`config.mk`:
```
export PLATFORM = sky130hd
export DESIGN_NAME = irq_ack_sequencer
export DESIGN_NICKNAME = d
export VERILOG_FILES = /design/src/rtl/irq_pkg.sv /design/src/rtl/irq_edge_pending.sv /design/src/rtl/irq_ack_sequencer.sv
export SDC_FILE = /design/constraint.sdc
export NUM_CORES = 1
export LEC_CHECK = 0
export CAP_MARGIN = 20
export CORE_ASPECT_RATIO = 1.2
export CORE_MARGIN = 4
export CORE_UTILIZATION = 48
export CTS_CLUSTER_DIAMETER = 30
export DETAILED_ROUTE_END_ITERATION = 8
export PLACE_DENSITY = 0.94
export SYNTH_ARGS = -nofsm -noshare
export SYNTH_HDL_FRONTEND = slang
export SYNTH_HIERARCHICAL = 1
export SYNTH_SLANG_ARGS = --single-unit
```
`constraint.sdc`:
```
create_clock -name clk -period 5.38 [get_ports clk]
set_clock_uncertainty 0.15 [all_clocks]
set_input_delay 1.076 -clock clk [delete_from_list [all_inputs] [get_ports clk]]
set_output_delay 1.076 -clock clk [all_outputs]
set_load 0.05 [all_outputs]
```
`src/rtl/irq_pkg.sv`:
```
// Shared types and helpers for the interrupt request/acknowledge sequencer.
// Latency: n/a (types, constants and a pure function only).
// Backpressure: n/a.
package irq_pkg;

    localparam int NCH  = 9;
    localparam int NBUS = 3;
    localparam int NSRC = NCH * NBUS;

    typedef enum logic [1:0] {
        IDLE    = 2'd0,
        REQ     = 2'd1,
        ACK     = 2'd2,
        SERVICE = 2'd3
    } state_t;

    typedef enum logic [1:0] {
        BUS_A = 2'd0,
        BUS_B = 2'd1,
        BUS_C = 2'd2
    } bus_t;

    // Flat source index 0..26 of a (bus, channel) pair.
    function automatic logic [4:0] vec_index(input logic [1:0] bus, input logic [3:0] chan);
        return ({3'b000, bus} * 5'd9) + {1'b0, chan};
    endfunction

endpackage

```
`src/rtl/irq_edge_pending.sv`:
```
// Rising-edge capture of the interrupt sources into sticky pending bits.
// Latency: a source edge is visible on pending one cycle after it is sampled.
// Backpressure: none; bits stay set until cleared by index, a new edge beats a clear.
module irq_edge_pending
    import irq_pkg::*;
(
    input  logic            clk,
    input  logic            rst,
    input  logic [NSRC-1:0] irq_in,
    input  logic            clr_en,
    input  logic [4:0]      clr_idx,
    output logic [NSRC-1:0] pending
);

    logic [NSRC-1:0] irq_q;
    logic [NSRC-1:0] clr_mask;
    logic [NSRC-1:0] set_mask;

    // Decode the single-bit clear and the newly rising sources.
    always_comb begin
        clr_mask = clr_en ? (NSRC'(1) << clr_idx) : '0;
        set_mask = irq_in & ~irq_q;
    end

    // Source history and sticky pending; set is OR-ed after clear so it wins.
    always_ff @(posedge clk) begin
        if (rst) begin
            irq_q   <= '0;
            pending <= '0;
        end else begin
            irq_q   <= irq_in;
            pending <= (pending & ~clr_mask) | set_mask;
        end
    end

endmodule

```
`src/rtl/irq_ack_sequencer.sv`:
```
// Presents pending interrupts to the priority controller and runs the CPU req/ack/eoi handshake.
// Latency: source edge to int_req is 2 cycles; int_ack to vec_valid is 1 cycle.
// Backpressure: one interrupt in flight; new edges accumulate as pending until back in IDLE.
module irq_ack_sequencer
    import irq_pkg::*;
#(
    parameter int               VEC_W    = 8,
    parameter logic [VEC_W-1:0] VEC_BASE = 8'h20
) (
    input  logic             clk,
    input  logic             rst,
    input  logic [NSRC-1:0]  irq_in,
    input  logic [NSRC-1:0]  irq_mask,
    output logic [NCH-1:0]   req_a,
    output logic [NCH-1:0]   req_b,
    output logic [NCH-1:0]   req_c,
    input  logic             grant_pa,
    input  logic             grant_pb,
    input  logic             grant_pc,
    input  logic [3:0]       grant_chan,
    output logic             int_req,
    input  logic             int_ack,
    input  logic             eoi,
    output logic [VEC_W-1:0] vec,
    output logic             vec_valid,
    output logic             err
);

    state_t          state;
    bus_t            bus_q;
    logic [3:0]      chan_q;
    logic [NSRC-1:0] pending;
    logic [NSRC-1:0] presented;
    logic            any_grant;
    bus_t            grant_bus;
    logic            clr_en;
    logic [4:0]      lat_idx;

    // The latched bit clears on the same edge that samples the acknowledge.
    assign lat_idx = vec_index(bus_q, chan_q);
    assign clr_en  = (state == REQ) && int_ack;

    irq_edge_pending u_pending (
        .clk     (clk),
        .rst     (rst),
        .irq_in  (irq_in),
        .clr_en  (clr_en),
        .clr_idx (lat_idx),
        .pending (pending)
    );

    // Request buses are combinational so the controller loop closes in one cycle.
    always_comb begin
        presented = pending & ~irq_mask;
        req_a     = presented[NCH-1:0];
        req_b     = presented[2*NCH-1:NCH];
        req_c     = presented[3*NCH-1:2*NCH];
        any_grant = grant_pa | grant_pb | grant_pc;
        grant_bus = grant_pa ? BUS_A : (grant_pb ? BUS_B : BUS_C);
    end

    // Handshake FSM with registered CPU-side outputs.
    always_ff @(posedge clk) begin
        if (rst) begin
            state     <= IDLE;
            bus_q     <= BUS_A;
            chan_q    <= '0;
            int_req   <= 1'b0;
            vec       <= '0;
            vec_valid <= 1'b0;
            err       <= 1'b0;
        end else begin
            vec_valid <= 1'b0;
            err       <= 1'b0;
            case (state)
                IDLE: begin
                    if (any_grant) begin
                        if (grant_chan > 4'd8) begin
                            err <= 1'b1;
                        end else begin
                            bus_q   <= grant_bus;
                            chan_q  <= grant_chan;
                            int_req <= 1'b1;
                            state   <= REQ;
                        end
                    end
                end
                REQ: begin
                    if (int_ack) begin
                        int_req   <= 1'b0;
                        vec       <= VEC_BASE + VEC_W'(lat_idx);
                        vec_valid <= 1'b1;
                        state     <= ACK;
                    end
                end
                ACK: begin
                    state <= SERVICE;
                end
                SERVICE: begin
                    if (eoi) begin
                        state <= IDLE;
                    end
                end
                default: begin
                    state <= IDLE;
                end
            endcase
        end
    end

endmodule

```
==> out/qor.yml <==
fin_cells: 497
clock.fmax_mhz: 272.8
vias_per_cell: 4.976
synth.top_cell.area_share: 0.4890
cts_sinks: 71
postCtsSetupRepairBufs: 0
dp_hpwl_mm: 5.314
fin_setup_tns_ns: 0
ant_nets: 0
cts_tree: "yes"
drive_gt1_frac: 0.06235
hold_buffers: 0
ys_ff_latch: 71
avgSynthCellArea_um2: 9.406
htree_levels: 3
reg2reg_slack_ns: 2.80
rows: 30
cts_resized: 0
synth_cell_types: 39
synthFlopType: "dfxtp_1"
endpoint: "req_a[4]"
rsz0062_at_grt: "no"
period_share: 0.6815
drt_wl_total_mm: 7.036
timing.slew.headroom: 0.5306
final.min_clock_period_ns: 3.666
area_growth_pct: 43.65
drtIter0Drc: 127
clk_latency_ns: 0.33
yosysWarnings: 6
core_um2: 5781
r2r_cells: 8
ir_drop_mv: 0.2532
reg2reg_from: "bus_q[1]$_SDFFE_PP0P_"
p_per_area_nw_per_um2: 347.0
post-route-util: 0.7223
gp_congestion: 0.7417
dp.cells: 481
port_buffers: 100
start_util: 0.5028
synthTopCellsByArea: "dfxtp_1 49%, nor2b_1 12%, nand2b_1 6.7%"
crit_slowest_cell: "clkdlybuf4s50_1"
nFillCells: 462
cp-start-kind: "input port"
die_h_um: 93.24
track_usage: 0.1957
hold_viol: 0
setup_viol_count_final: 0
p_leak_nw: 1.604
async_reset_ff_frac: 0
clock_path_buffers: 2
pin_count: 103
path_class: "input port to primary output"
crit_chain: "clkdlybuf4s50_1 -> nor2b_1 -> clkdlybuf4s50_1"
synth_common_cells: "71 x dfxtp_1, 54 x nor2b_1, 34 x a21oi_1"
seq_area_frac_synth: 0.4890
antenna_found_initial: 0
grt-ovfl-total: 0
cp_data_arrival_time_ns: 2.44
fin_nets: 488
grt_pass1_wl_mm: 11.47
max_stage_delay_ns: 0.83
synth_top_cell_by_area: "dfxtp_1"
crit_path_frequent_cell: "clkdlybuf4s50_1"
reg2reg_to: "u_pending/pending[15]$_SDFF_PP0_"
p_total_mw: 1.449
grt_max_degree: 74
grt_pass1_vias: 2498
maxCapViolCount: 0
cts_root_buf: "clkbuf_8"
worstPathRequired_ns: 4.15
status: "complete, no violations"
final_max_slew_viol_count: 0
wl_per_cell_um: 14.16
antennaDiodeCount: 0
path_clk_slew_ns: 0.08
dieArea_um2: 7369
syn_inst: 309
hold_path_class: "flip-flop to flip-flop"
synth_edf_count: 0
critPathLaunch: "irq_mask[4]"
yosysMostFrequentCell: "dfxtp_1"
drtPass1Iterations: 4
die_x_um: 79.04
worstPathMaxFanout: 1
netlist_area_um2: 2907
worst_pin_slew_ns: 0.7041
worstSetupEndpointType: "primary output"
num_vias: 2473
numCtsBuffers: 9
drcViolationCount: 0
## cells in the final DEF, fill, tap and decap left out, drive strengths merged, types with 7 or more instances in the layout
master          n
clkdlybuf4s50  99
dfxtp          71
nor2b          54
a21oi          34
nand2b         31
o21ai          31
nand2          11
nor2           11
ha             10
clkbuf         10
inv             7
## how the worst min path moves through the flow
stage | start | to | cells after the start
6_report | vec[0]$_SDFFE_PP0P_ | vec[0]$_SDFFE_PP0P_ | 2
5_1_grt | u_pending/pending[20]$_SDFF_PP0_ | u_pending/pending[20]$_SDFF_PP0_ | 2
4_1_cts | vec[1]$_SDFFE_PP0P_ | vec[1]$_SDFFE_PP0P_ | 2
3_5_place_dp | vec[1]$_SDFFE_PP0P_ | vec[1]$_SDFFE_PP0P_ | 2
3_3_place_gp | vec[0]$_SDFFE_PP0P_ | vec[0]$_SDFFE_PP0P_ | 2
2_1_floorplan | u_pending/pending[11]$_SDFF_PP0_ | u_pending/pending[11]$_SDFF_PP0_ | 2
## cell type report
| class | instances | area (um^2) | share of cell area |
|---|---|---|---|
| repair buffers | 101 | 1003 | 0.2403 |
| flip-flops and latches | 71 | 1421 | 0.3404 |
| well taps | 80 | 100.1 | 0.02397 |
| multi-input cells | 222 | 1418 | 0.3395 |
| clock buffers | 10 | 137.6 | 0.03296 |
| inverters | 7 | 26.28 | 0.006293 |
| clock inverters | 6 | 68.82 | 0.01648 |
## layer usage
layer  routed length, um  GRT usage
met5                   0          0
met4                  36    0.05014
met2                3793     0.3546
met3                 394    0.05491
met1                2811     0.2240
## critical path: cells and delay by family
kind	cells	cell delay (ns)
simple gates	1	0.12
buf+inv	2	1.25
## power breakdown
part / switching (mW) / internal [mW]
clock: 0.199 / 0.228
sequential: 0.0285 / 0.577
combinational: 0.239 / 0.177
## metrics by stage
step | hold slack (ns) | worst slack, ns | area, um^2
after global placement | 0.3021 | 1.712 | 3969
final | 0.3252 | 1.714 | 4175
after CTS | 0.3253 | 1.702 | 4175
after detailed placement | 0.3138 | 1.698 | 3969
after global routing | 0.3479 | 1.653 | 4175
after floorplan | 0.2988 | 2.389 | 2910
## sequential cells by signal (all words and copies together), names as in the netlist
register	count
vec	6
u_pending/pending	27
bus_q	2
state	2
int_req	1
err	1
chan_q	4
vec_valid	1
u_pending/irq_q	27
## cells by family after synthesis
logic type / Yosys count / synth area share
xor+xnor: 2 / 0.006028
flops: 71 / 0.4890
mux: 4 / 0.01378
fa+ha+maj: 11 / 0.04994
compound gates: 73 / 0.1416
simple gates: 130 / 0.2738
other cells: 1 / 0.001290
buf+inv: 17 / 0.02453
No activity file was read; power rests on OpenSTA's default activity.
